### src/rtl/special_case_classifier.sv
// -----------------------------------------------------------------------------
// special_case_classifier
//
// Operand-side classifier for the HUB floating-point divider. Each accepted
// operand pair (X, Y) is tagged with a special-case code (NONE, +/-INF,
// +/-ZERO, +/-ONE) and handed to the divider datapath through a two-stage
// valid/ready pipeline with full backpressure.
//
//   Stage 1 : registers the operands plus raw per-operand decode flags.
//   Stage 2 : registers the operands, the encoded codes and any_special, and
//             drives every output.
//
// A saturating counter tracks how many delivered pairs took the special path.
//
// Ports
//   clk             rising-edge clock
//   rst_n           asynchronous active-low reset
//   in_valid        operand pair valid
//   in_ready        block can accept a pair this cycle
//   X, Y            operands {sign, exp[E-1:0], mant[M-1:0]}
//   out_valid       classified pair valid
//   out_ready       downstream accepts the pair
//   X_out, Y_out    registered operands
//   X_special_case  code for X_out
//   Y_special_case  code for Y_out
//   any_special     at least one of the two codes is not NONE
//   special_count   delivered pairs with any_special set, saturating
// -----------------------------------------------------------------------------
module special_case_classifier #(
  parameter int M            = 23,
  parameter int E            = 8,
  parameter int special_case = 7,
  parameter int CNT_W        = 16
) (
  input  logic                              clk,
  input  logic                              rst_n,
  input  logic                              in_valid,
  output logic                              in_ready,
  input  logic [E+M:0]                      X,
  input  logic [E+M:0]                      Y,
  output logic                              out_valid,
  input  logic                              out_ready,
  output logic [E+M:0]                      X_out,
  output logic [E+M:0]                      Y_out,
  output logic [$clog2(special_case)-1:0]   X_special_case,
  output logic [$clog2(special_case)-1:0]   Y_special_case,
  output logic                              any_special,
  output logic [CNT_W-1:0]                  special_count
);

  localparam int W  = E + M + 1;
  localparam int CW = $clog2(special_case);

  // Shared special-case encoding, identical to the divider's result selector.
  localparam logic [CW-1:0] CODE_NONE   = CW'(3'd0);
  localparam logic [CW-1:0] CODE_INF_P  = CW'(3'd1);
  localparam logic [CW-1:0] CODE_INF_N  = CW'(3'd2);
  localparam logic [CW-1:0] CODE_ZERO_P = CW'(3'd3);
  localparam logic [CW-1:0] CODE_ZERO_N = CW'(3'd4);
  localparam logic [CW-1:0] CODE_ONE_P  = CW'(3'd5);
  localparam logic [CW-1:0] CODE_ONE_N  = CW'(3'd6);

  // Biased exponent of 1.0: 2^(E-1)-1, i.e. 0111...1.
  localparam logic [E-1:0]     EXP_BIAS = {1'b0, {(E-1){1'b1}}};
  localparam logic [CNT_W-1:0] CNT_MAX  = {CNT_W{1'b1}};
  localparam logic [CNT_W-1:0] CNT_ONE  = {{(CNT_W-1){1'b0}}, 1'b1};

  // Raw decode of one operand, captured in stage 1 so that stage 2 only has
  // to do the priority encode.
  typedef struct packed {
    logic sign;
    logic exp_all_ones;
    logic exp_zero;
    logic exp_is_bias;
    logic mant_zero;
  } op_flags_t;

  // Decode the exponent/mantissa fields of one operand into flags.
  function automatic op_flags_t decode_f(input logic [W-1:0] op);
    op_flags_t     f;
    logic [E-1:0]  exp_v;
    logic [M-1:0]  mant_v;
    exp_v          = op[W-2:M];
    mant_v         = op[M-1:0];
    f.sign         = op[W-1];
    f.exp_all_ones = &exp_v;
    f.exp_zero     = ~|exp_v;
    f.exp_is_bias  = (exp_v == EXP_BIAS);
    f.mant_zero    = ~|mant_v;
    return f;
  endfunction

  // Priority encode: INF beats ZERO beats ONE; mantissa only matters for ONE.
  function automatic logic [CW-1:0] encode_f(input op_flags_t f);
    logic [CW-1:0] code;
    if (f.exp_all_ones) begin
      code = f.sign ? CODE_INF_N : CODE_INF_P;
    end else if (f.exp_zero) begin
      code = f.sign ? CODE_ZERO_N : CODE_ZERO_P;
    end else if (f.exp_is_bias && f.mant_zero) begin
      code = f.sign ? CODE_ONE_N : CODE_ONE_P;
    end else begin
      code = CODE_NONE;
    end
    return code;
  endfunction

  // ---------------------------------------------------------------------------
  // Pipeline state
  // ---------------------------------------------------------------------------
  logic            s1_valid_r;
  logic [W-1:0]    s1_x_r;
  logic [W-1:0]    s1_y_r;
  op_flags_t       s1_x_flags_r;
  op_flags_t       s1_y_flags_r;

  logic            s2_valid_r;
  logic [W-1:0]    s2_x_r;
  logic [W-1:0]    s2_y_r;
  logic [CW-1:0]   s2_x_code_r;
  logic [CW-1:0]   s2_y_code_r;
  logic            s2_any_r;

  logic [CNT_W-1:0] count_r;

  logic            s2_load_s;
  logic            s1_load_s;
  op_flags_t       in_x_flags_s;
  op_flags_t       in_y_flags_s;
  logic [CW-1:0]   s1_x_code_s;
  logic [CW-1:0]   s1_y_code_s;
  logic            s1_any_s;
  logic            out_fire_s;

  // Stage-advance control: a stage loads when it is empty or its contents
  // move on this cycle, so an empty S2 fills even while downstream stalls.
  always_comb begin
    s2_load_s  = 1'b0;
    s1_load_s  = 1'b0;
    out_fire_s = 1'b0;
    if (!s2_valid_r || out_ready) begin
      s2_load_s = 1'b1;
    end else begin
      s2_load_s = 1'b0;
    end
    if (!s1_valid_r || s2_load_s) begin
      s1_load_s = 1'b1;
    end else begin
      s1_load_s = 1'b0;
    end
    out_fire_s = s2_valid_r & out_ready;
  end

  // Field decode of the incoming operands ahead of stage 1.
  always_comb begin
    in_x_flags_s = decode_f(X);
    in_y_flags_s = decode_f(Y);
  end

  // Code encode of the stage-1 flags ahead of stage 2.
  always_comb begin
    s1_x_code_s = encode_f(s1_x_flags_r);
    s1_y_code_s = encode_f(s1_y_flags_r);
    s1_any_s    = (s1_x_code_s != CODE_NONE) || (s1_y_code_s != CODE_NONE);
  end

  // Stage 1 register: operands and raw flags, sampled only on a handshake.
  always_ff @(posedge clk or negedge rst_n) begin
    if (!rst_n) begin
      s1_valid_r   <= 1'b0;
      s1_x_r       <= {W{1'b0}};
      s1_y_r       <= {W{1'b0}};
      s1_x_flags_r <= '{default: 1'b0};
      s1_y_flags_r <= '{default: 1'b0};
    end else if (s1_load_s) begin
      s1_valid_r <= in_valid;
      if (in_valid) begin
        s1_x_r       <= X;
        s1_y_r       <= Y;
        s1_x_flags_r <= in_x_flags_s;
        s1_y_flags_r <= in_y_flags_s;
      end else begin
        s1_x_r       <= s1_x_r;
        s1_y_r       <= s1_y_r;
        s1_x_flags_r <= s1_x_flags_r;
        s1_y_flags_r <= s1_y_flags_r;
      end
    end else begin
      s1_valid_r <= s1_valid_r;
    end
  end

  // Stage 2 register: operands, codes and any_special; holds while stalled.
  always_ff @(posedge clk or negedge rst_n) begin
    if (!rst_n) begin
      s2_valid_r  <= 1'b0;
      s2_x_r      <= {W{1'b0}};
      s2_y_r      <= {W{1'b0}};
      s2_x_code_r <= CODE_NONE;
      s2_y_code_r <= CODE_NONE;
      s2_any_r    <= 1'b0;
    end else if (s2_load_s) begin
      s2_valid_r <= s1_valid_r;
      if (s1_valid_r) begin
        s2_x_r      <= s1_x_r;
        s2_y_r      <= s1_y_r;
        s2_x_code_r <= s1_x_code_s;
        s2_y_code_r <= s1_y_code_s;
        s2_any_r    <= s1_any_s;
      end else begin
        s2_x_r      <= s2_x_r;
        s2_y_r      <= s2_y_r;
        s2_x_code_r <= s2_x_code_r;
        s2_y_code_r <= s2_y_code_r;
        s2_any_r    <= s2_any_r;
      end
    end else begin
      s2_valid_r <= s2_valid_r;
    end
  end

  // Saturating count of delivered pairs that took the special path.
  always_ff @(posedge clk or negedge rst_n) begin
    if (!rst_n) begin
      count_r <= {CNT_W{1'b0}};
    end else if (out_fire_s && s2_any_r && (count_r != CNT_MAX)) begin
      count_r <= count_r + CNT_ONE;
    end else begin
      count_r <= count_r;
    end
  end

  // Output mapping: everything except in_ready comes straight from registers.
  always_comb begin
    in_ready       = s1_load_s;
    out_valid      = s2_valid_r;
    X_out          = s2_x_r;
    Y_out          = s2_y_r;
    X_special_case = s2_x_code_r;
    Y_special_case = s2_y_code_r;
    any_special    = s2_any_r;
    special_count  = count_r;
  end

endmodule

### config.mk
export PLATFORM = sky130hd
export DESIGN_NAME = special_case_classifier
export DESIGN_NICKNAME = d
export VERILOG_FILES = /design/src/rtl/special_case_classifier.sv
export SDC_FILE = /design/constraint.sdc
export NUM_CORES = 1
export LEC_CHECK = 0
export ABC_AREA = 1
export CORE_AREA = 2 2 115 117
export CTS_CLUSTER_SIZE = 20
export DETAILED_ROUTE_END_ITERATION = 16
export DIE_AREA = 0 0 117 119
export GPL_ROUTABILITY_DRIVEN = 0
export PLACE_DENSITY = 0.84
export SYNTH_ARGS = -nofsm -noshare
export SYNTH_HDL_FRONTEND = slang
export SYNTH_SLANG_ARGS = --single-unit
export TNS_END_PERCENT = 50
### constraint.sdc
create_clock -name clk -period 4.8 [get_ports clk]
set_clock_uncertainty 0.1 [all_clocks]
set_input_delay 0.48 -clock clk [delete_from_list [all_inputs] [get_ports clk]]
set_output_delay 0.48 -clock clk [all_outputs]
set_load 0.01 [all_outputs]
* Word-level counts from Yosys, hierarchy flattened
Cells that the tools add are included.
** Word-level totals
- Input bits :: 68
- Output and inout port bits :: 89
- Register bits after elaboration :: 163
- Word-level logic and storage cells :: 62
** Operators by class
- $add $sub $neg :: 1
- Mux-type cells :: 14
- Reduce and logical (&&, ||, !) cells :: 23
- Equality and inequality tests :: 3
- Bitwise operators :: 1
** Operators with widths (number)
- OR reduction 23 bit :: 2
- two-way mux 3 bit :: 8
- adder 16 x 1 -> 16 bit (second input constant) :: 1
- equality test 8 x 7 -> 1 bit (second input constant) :: 2
- inequality test 16 bit (second input constant) :: 1
- AND reduction 8 bit :: 2
- OR reduction 8 bit :: 2
- two-way mux 2 bit :: 4
- logical NOT 1 bit :: 6
- nonzero test 3 bit :: 2
- logical AND 1 bit :: 4
- AND reduction 2 bit :: 2
- logical OR 1 bit :: 3
- two-way mux 1 bit :: 2
- bitwise AND 1 bit :: 1

* Logic depth before layout (Yosys ltp)
Gate-level depths: netlist of run 1.
- Depth after elaboration :: 6
- Gate-level depth with buffers :: 9
- Depth with buffers taken out :: 9

* Worst setup path after synthesis of run 1
Ideal clock, no wire load.
- Path type :: register to register
- Start :: reg count_r[0], in the netlist special_count[0]
- End :: reg count_r[10], in the netlist special_count[10]
- Buffers on the path :: 1
- Arrival time :: 1.457 ns
- Period minus slack after synthesis :: 1.673 ns
- Cell stages (with the launch flop) :: 10
- Setup time :: 0.116 ns
- Setup slack :: 3.127 ns
- Data required time :: 4.584 ns
- Cell sequence :: dfrtp_1 ha_1 nand3_2 clkinv_1 nand2_4 o21ai_4 inv_2 buf_6 nand2_1 nand2_1
** On the way
- Word-level cells in the longest chain between the ends :: 2
- Elaborated cells between the ends (all ways) :: 3
- Those cells by class :: add/sub (1); eq/ne (1); reduce/logical (1)
** Ends and longest elaborated chain
- start, declared :: line 124 : logic [CNT_W-1:0] count_r;
- start signal, assigned :: line 225 : count_r <= {CNT_W{1'b0}};
- start signal, assigned :: line 227 : count_r <= count_r + CNT_ONE;
- start signal, assigned :: line 229 : count_r <= count_r;
- parallel branches: the longest is 2 deep, another holds adder 16 x 1 -> 16 bit
Parallel ways; which one is timed is not known.
A chain may end at the register's enable or synchronous reset.

* Final worst setup path of run 1
- Start :: in out_ready
- End :: out in_ready
** On the way
- Word-level cells in the longest chain between the ends :: 4
** Ends and longest elaborated chain
- start, declared :: line 42 : input logic out_ready,
- logical OR 1 bit :: line 141 : if (!s2_valid_r || out_ready) begin
- two-way mux 1 bit :: line 141
- logical OR 1 bit :: line 146 : if (!s1_valid_r || s2_load_s) begin
- two-way mux 1 bit :: line 146
- end, declared :: line 38 : output logic in_ready,
No other way between the ends.

==> results of run 1 <==
-- cell usage after synthesis --
master / n / area, um^2
o211ai_1: 2 / 15.0
nand2_1: 345 / 1290
o21ai_0: 78 / 390
nor2_4: 1 / 11.3
o21a_1: 4 / 30.0
o31ai_1: 2 / 15.0
ha_1: 1 / 12.5
inv_1: 79 / 297
nand3_1: 13 / 65.1
buf_2: 10 / 50.1
o21ai_4: 1 / 16.3
nand3_2: 1 / 10.0
nand2_4: 1 / 11.3
nor2_2: 1 / 6.26
a31oi_1: 3 / 18.8
nand2_2: 2 / 12.5
xnor2_1: 7 / 61.3
clkbuf_1: 19 / 71.3
nor2_1: 29 / 109
nor3_1: 2 / 10.0
or2_2: 1 / 6.26
buf_6: 2 / 22.5
dfrtp_1: 161 / 4030
nand4_1: 23 / 144
clkinv_1: 1 / 3.75
inv_2: 2 / 7.51
-- cell type report --
class | instances | area, um^2 | area share
Timing Repair Buffer | 161 | 1600 | 0.178
Clock inverter | 6 | 105 | 0.0117
Sequential cell | 161 | 4030 | 0.448
Tap cell | 176 | 220 | 0.0245
Multi-Input combinational cell | 517 | 2250 | 0.250
Inverter | 82 | 308 | 0.0342
Clock buffer | 23 | 488 | 0.0542
-- per-layer routing --
layer | global-route usage | part of all wire | vias up
met4 | 0.0875 | 0.017 | 0
met1 | 0.317 | 0.45 | 2651
met5 | 0 | 0 | -
met2 | 0.375 | 0.49 | 160
li1 | - | - | 2748
met3 | 0.0565 | 0.048 | 19
-- kinds of logic after synthesis --
logic type | count (synthesis)
compound gates | 90
flops | 161
fa+ha+maj | 1
xor+xnor | 7
simple gates | 419
buf+inv | 113
-- worst reg2reg max path, stage by stage (launching register included) --
cell,delay [ps]
dfrtp_1,390
nand3_1,200
nand2_4,570
buf_4,520
or2_2,200
o21ai_0,70
-- registers in the layout, indices dropped and copies added, names as in the netlist --
name	count
X_out	32
Y_out	32
s1_x_r	32
s1_y_r	32
special_count	16
s1_x_flags_r	4
s1_y_flags_r	4
X_special_case	3
Y_special_case	3
any_special	1
out_valid	1
s1_valid_r	1
-- worst min path at each step --
stage / to / startpoint / slack (ps)
2_1_floorplan: X_out[0] / rst_n / 80
3_5_place_dp: Y_out[11] / s1_y_r[11] / 350
6_report: X_out[16] / rst_n / -0.4
4_1_cts: s1_x_r[19] / rst_n / 30
5_1_grt: X_out[20] / rst_n / 70
3_3_place_gp: Y_out[16] / s1_y_r[16] / 350
-- stage by stage --
step           power [mW]  setup WS (ps)  hold slack (ps)  instances
2_1_floorplan        2.20           3130             84.4        791
3_3_place_gp         2.75           2110              348       1097
3_5_place_dp         2.77           2030              352       1097
4_1_cts              4.14           2380             32.4       1126
5_1_grt              4.33           2340             74.7       1126
6_report             4.11           2390           -0.368       1126
-- report_power, final --
group	switching (mW)	internal [mW]
combinational	0.467	0.491
sequential	0.171	1.62
clock	0.501	0.861
total	1.14	2.98
==> run metrics, run 1 <==
P_leak=~4.4 nW; Pwr Density=around 460 nW/um^2; Worst-Skew Late Latency=430 ps; worst stage delay on the critical path=630 ps; status=complete, but fails checks; final hold slack=-0.368 ps; Cells after Synth=between 700 and 800; Slew headroom=0.358; Max Clock Freq=415 MHz; most common cell after layout, fill and taps aside=nand2_1; mux contribution to synthesized area=0; Required @ worst endpoint=4220 ps; CP top delay family=buffers and inverters; routed len/inst=13.8 um; Synth Area in Simple Gates=0.250; post-route cell area=9000 um^2; adder-cell share of the synthesized area=0.00186; die area=13900 um^2; cts hold-fix bufs=0; minimum clock period=around 2400 ps; global-route wire length before repair=25500 um; largest net degree at the start of global routing=86; I/O pin count=157; final hold vios=1; CTS Buffer Depth=2; aggregate global routing overflow=0; slowest stage cell, crit path=clkdlybuf4s50_1; Clock Pin Slew Worst Setup and Hold Paths=60 ps; VDD IR max=255 uV; initial antenna violation count=0; final WL=15500 um; crit path launch=out_ready; Routed Antenna Nets=0; synthesis-stage register bit count=between 150 and 200; crit path DAT=between 1500 and 2000 ps; Most Frequent Cell on Critical Path=clkdlybuf4s50_1; Iter 0 DRT Violations=459; Cell variety after synth=26; crit end category=output port; RSZ-0062 raised after global routing=no; drt drc=0; failing checks=hold timing; Final #Nets=1009; Die Wd=117 um; Critical R2R Launch=out_valid; setup bufs post-CTS=0; vias in the first global route=5294; CTS tree=built; synthesized area=~6700 um^2; XOR/XNOR Fraction of Synth Area=0.00912; Vias/cell=4.95; placed cell areas=8410 um^2; row cnt=42; max-slew violations=0; critical path, cell by cell=clkdlybuf4s50_1, inv_1, nand3_1, clkdlybuf4s50_1; register area share after synthesis=0.600; Util after Layout=0.699; post-detail-place hpwl=10400 um; number of stages on the worst setup path=4; share of cells above drive strength 1=0.0474; buffers and inverters on the worst path=3; total number of vias=5578; measured slew at the worst slew-check pin=962 ps; commonest cells after routing, fill and taps aside=nand2_1, dfrtp_1, clkdlybuf4s50_1; worst flop-to-flop path endpoint=s1_y_flags_r[1]; Tcrit/Tclk final=0.502; Filler cells=972; Final Setup Violations=0; kind of critical path=primary input to output port; CTS sink cnt=161; Resize count post-CTS=0; CORE AREA=~13000 um^2; # Max-Cap Violations=0; TritonCTS Buffers=17; CTS root buf=clkbuf_16; setup TNS=0 ps; starting density of the core=0.522; I/O Buffers=approximately 160; Inserted Diodes=0; R2R cell count=5; H-tree levels=4; crit path max fanout=3; TritonRoute pass-1 iters=5; Hold Path Class=primary input to asynchronous set/reset pin; Area Overhead vs Synth=33.9%; syn_nets=860; Tot GR Track Use=0.236; complex-gate fraction of the synthesized area=0.0722; largest family of logic cells by synthesized area=simple AND/OR/NAND/NOR gates; reg-to-reg setup timing slack=2630 ps; Mean Syn Cell Area=8.50 um^2; end point of the critical path=in_ready; die span in y=119 um; startpoint types=primary input; Yosys warning count=0
(Power assumes the default switching activity.)
==> run 2: changes to the inputs <==
--- a/config.mk
+++ b/config.mk
@@ -6,12 +6,12 @@
 export NUM_CORES = 1
 export LEC_CHECK = 0
 export ABC_AREA = 1
-export CORE_AREA = 2 2 115 117
+export CORE_AREA = 2 2 119 121
 export CTS_CLUSTER_SIZE = 20
 export DETAILED_ROUTE_END_ITERATION = 16
-export DIE_AREA = 0 0 117 119
+export DIE_AREA = 0 0 121 123
 export GPL_ROUTABILITY_DRIVEN = 0
-export PLACE_DENSITY = 0.84
+export PLACE_DENSITY = 0.79
 export SYNTH_ARGS = -nofsm -noshare
 export SYNTH_HDL_FRONTEND = slang
 export SYNTH_SLANG_ARGS = --single-unit
==> constraint.sdc (replaced) <==
create_clock -name clk -period 2.4 [get_ports clk]
set_clock_uncertainty 0.1 [all_clocks]
set_input_delay 0.24 -clock clk [delete_from_list [all_inputs] [get_ports clk]]
set_output_delay 0.24 -clock clk [all_outputs]
set_load 0.01 [all_outputs]
==> run metrics, run 2 (synthesis gave the netlist of run 1 again) <==
Iter 0 DRT Violations=524 (+14%); R2R cell count=8 (+3); Routed Antenna Nets=0 (unchanged); worst flop-to-flop path endpoint=special_count[10]; P_leak=4.42 nW (+0.63%); VDD IR max=509 uV (+100%); most common cell after layout, fill and taps aside=nand2_1; final hold vios=0 (-1); aggregate global routing overflow=0 (unchanged); minimum clock period=between 2000 and 2500 ps; Tcrit/Tclk final=0.841; Slew headroom=0.512 (+0.154); Critical R2R Launch=special_count[0]; Internal=5.78 mW (+94%); CTS sink cnt=161 (unchanged); measured slew at the worst slew-check pin=733 ps (-229 ps); crit end category=register; global-route wire length before repair=25800 um (+0.84%); CTS Buffer Depth=2 (unchanged); total number of vias=5545 (-0.59%); Final Power=8.06 mW (+96%); I/O pin count=157 (unchanged); Hold Path Class=primary input to asynchronous set/reset pin; Resize count post-CTS=0 (unchanged); crit path max fanout=18 (+15); row cnt=43 (+2.4%); Layout Cells excl Fill=1140 (+1.2%); crit path DAT=2220 ps (+390 ps); kind of critical path=register to register; Combinational Power Share=0.241 (+0.008); dpl cells=1108 (+1.0%); H-tree levels=4 (unchanged); RSZ-0062 raised after global routing=no; largest net degree at the start of global routing=72 (-16%); Clock Pin Slew Worst Setup and Hold Paths=60 ps (about the same); TritonCTS Buffers=17 (unchanged); startpoint types=register; final WL=15400 um (-0.83%); Worst-Skew Late Latency=410 ps (-20 ps); vias in the first global route=5295 (+0.019%); CTS tree=built; Area Overhead vs Synth=34.9%; I/O Buffers=156 (unchanged); initial antenna violation count=0 (unchanged); Tot GR Track Use=0.223 (-0.0136); Sw Share=0.282 (+0.00526); reg-to-reg setup timing slack=380 ps (-2250 ps); # Max-Cap Violations=0 (unchanged); final hold slack=254 ps (+254 ps); Sequential Area=4030 um^2 (unchanged); clock group share of total power=0.313 (-0.018); Die Wd=121 um (+3.4%); sequential share of power=0.446 (+0.010); setup TNS=0 ps (unchanged); status=finished, final reports clean; share of cells above drive strength 1=0.0531 (+0.00576); Filler cells=1144 (+18%); Inserted Diodes=0 (unchanged); die area=14900 um^2 (+6.9%); Final Setup Violations=0 (unchanged); Vias/cell=4.86 (-1.8%); Required @ worst endpoint=2600 ps (-1620 ps); routed len/inst=13.5 um (-2.0%); setup bufs post-CTS=0 (unchanged); max-slew violations=0 (unchanged); Multi-input gate area=2250 um^2 (unchanged); commonest cells after routing, fill and taps aside=nand2_1, dfrtp_1, clkdlybuf4s50_1; TritonRoute pass-1 iters=5 (unchanged); drt drc=0 (unchanged); cts hold-fix bufs=1 (+1); post-detail-place hpwl=10900 um (+5.3%); Max Clock Freq=495 MHz; P_sw=2.27 mW (+99%); CTS root buf=clkbuf_16; Pwr Density=889 nW/um^2 (+94%); CORE AREA=13600 um^2 (+5.7%); die span in y=123 um (+3.4%); Final #Nets=1017 (+0.79%); starting density of the core=0.494 (-0.0283)
run 2: cell types whose count changed in the layout (fill, tap and decap cells not counted):
| cell | before | now |
|---|---|---|
| buf_12 | 0 | 3 |
| buf_4 | 5 | 9 |
| bufinv_16 | 3 | 1 |
| clkbuf_1 | 2 | 5 |
| clkinvlp_4 | 0 | 1 |
| dlygate4sd3_1 | 0 | 1 |
run 2: routing by layer:
| metal | routed length [um] | global-route usage | share of wire | vias to the layer above |
|---|---|---|---|---|
| met5 | 0 | 0 | 0 | - |
| met4 | 347 | 0.0872 | 0.023 | 0 |
| met3 | 792 | 0.0480 | 0.052 | 23 |
| met2 | 7600 | 0.356 | 0.49 | 139 |
| met1 | 6640 | 0.299 | 0.43 | 2611 |
| li1 | - | - | - | 2772 |
run 2: cell type report:
class,instances,area share
Sequential cell,161,0.445
Multi-Input combinational cell,517,0.248
Timing Repair Buffer,169,0.188
Clock buffer,26,0.0551
Inverter,82,0.0340
Tap cell,180,0.0248
Clock inverter,5,0.00580
run 2: worst max-delay path by stage:
stage	startpoint	to	slack [ps]	depth (start not counted)
floorplan	special_count[0]	special_count[10]	730	9
global placement	out_ready	s1_x_flags_r[1]	430	7
detailed placement	out_ready	s1_x_flags_r[1]	370	7
CTS	special_count[0]	special_count[10]	370	8
global route	special_count[0]	special_count[10]	180	8
finish	special_count[0]	special_count[10]	380	8
run 2: worst max-delay path: stages, from the launching register on:
cell	delay, ps
dfrtp_1	450
ha_1	230
nand3_2	150
clkinv_1	120
nand2_4	70
o21ai_4	410
inv_2	210
nand2_1	110
nand2_1	60
run 2: through the flow:
step                      utilization  setup slack, ps  instance area (um^2)
after global routing            0.666              184                  9060
after global placement          0.625              433                  8500
after floorplan                     -              727                  6720
after CTS                       0.666              372                  9060
after detailed placement        0.625              371                  8500
final                           0.666              381                  9060
run 2: power groups by stage:
stage | clock network [mW] | registers, mW | logic, mW
global placement | 0 | 3.62 | 1.92
detailed placement | 0 | 3.63 | 1.97
CTS | 2.56 | 3.60 | 1.98
floorplan | 0 | 3.74 | 0.668
global route | 2.71 | 3.66 | 2.15
finish | 2.52 | 3.59 | 1.94
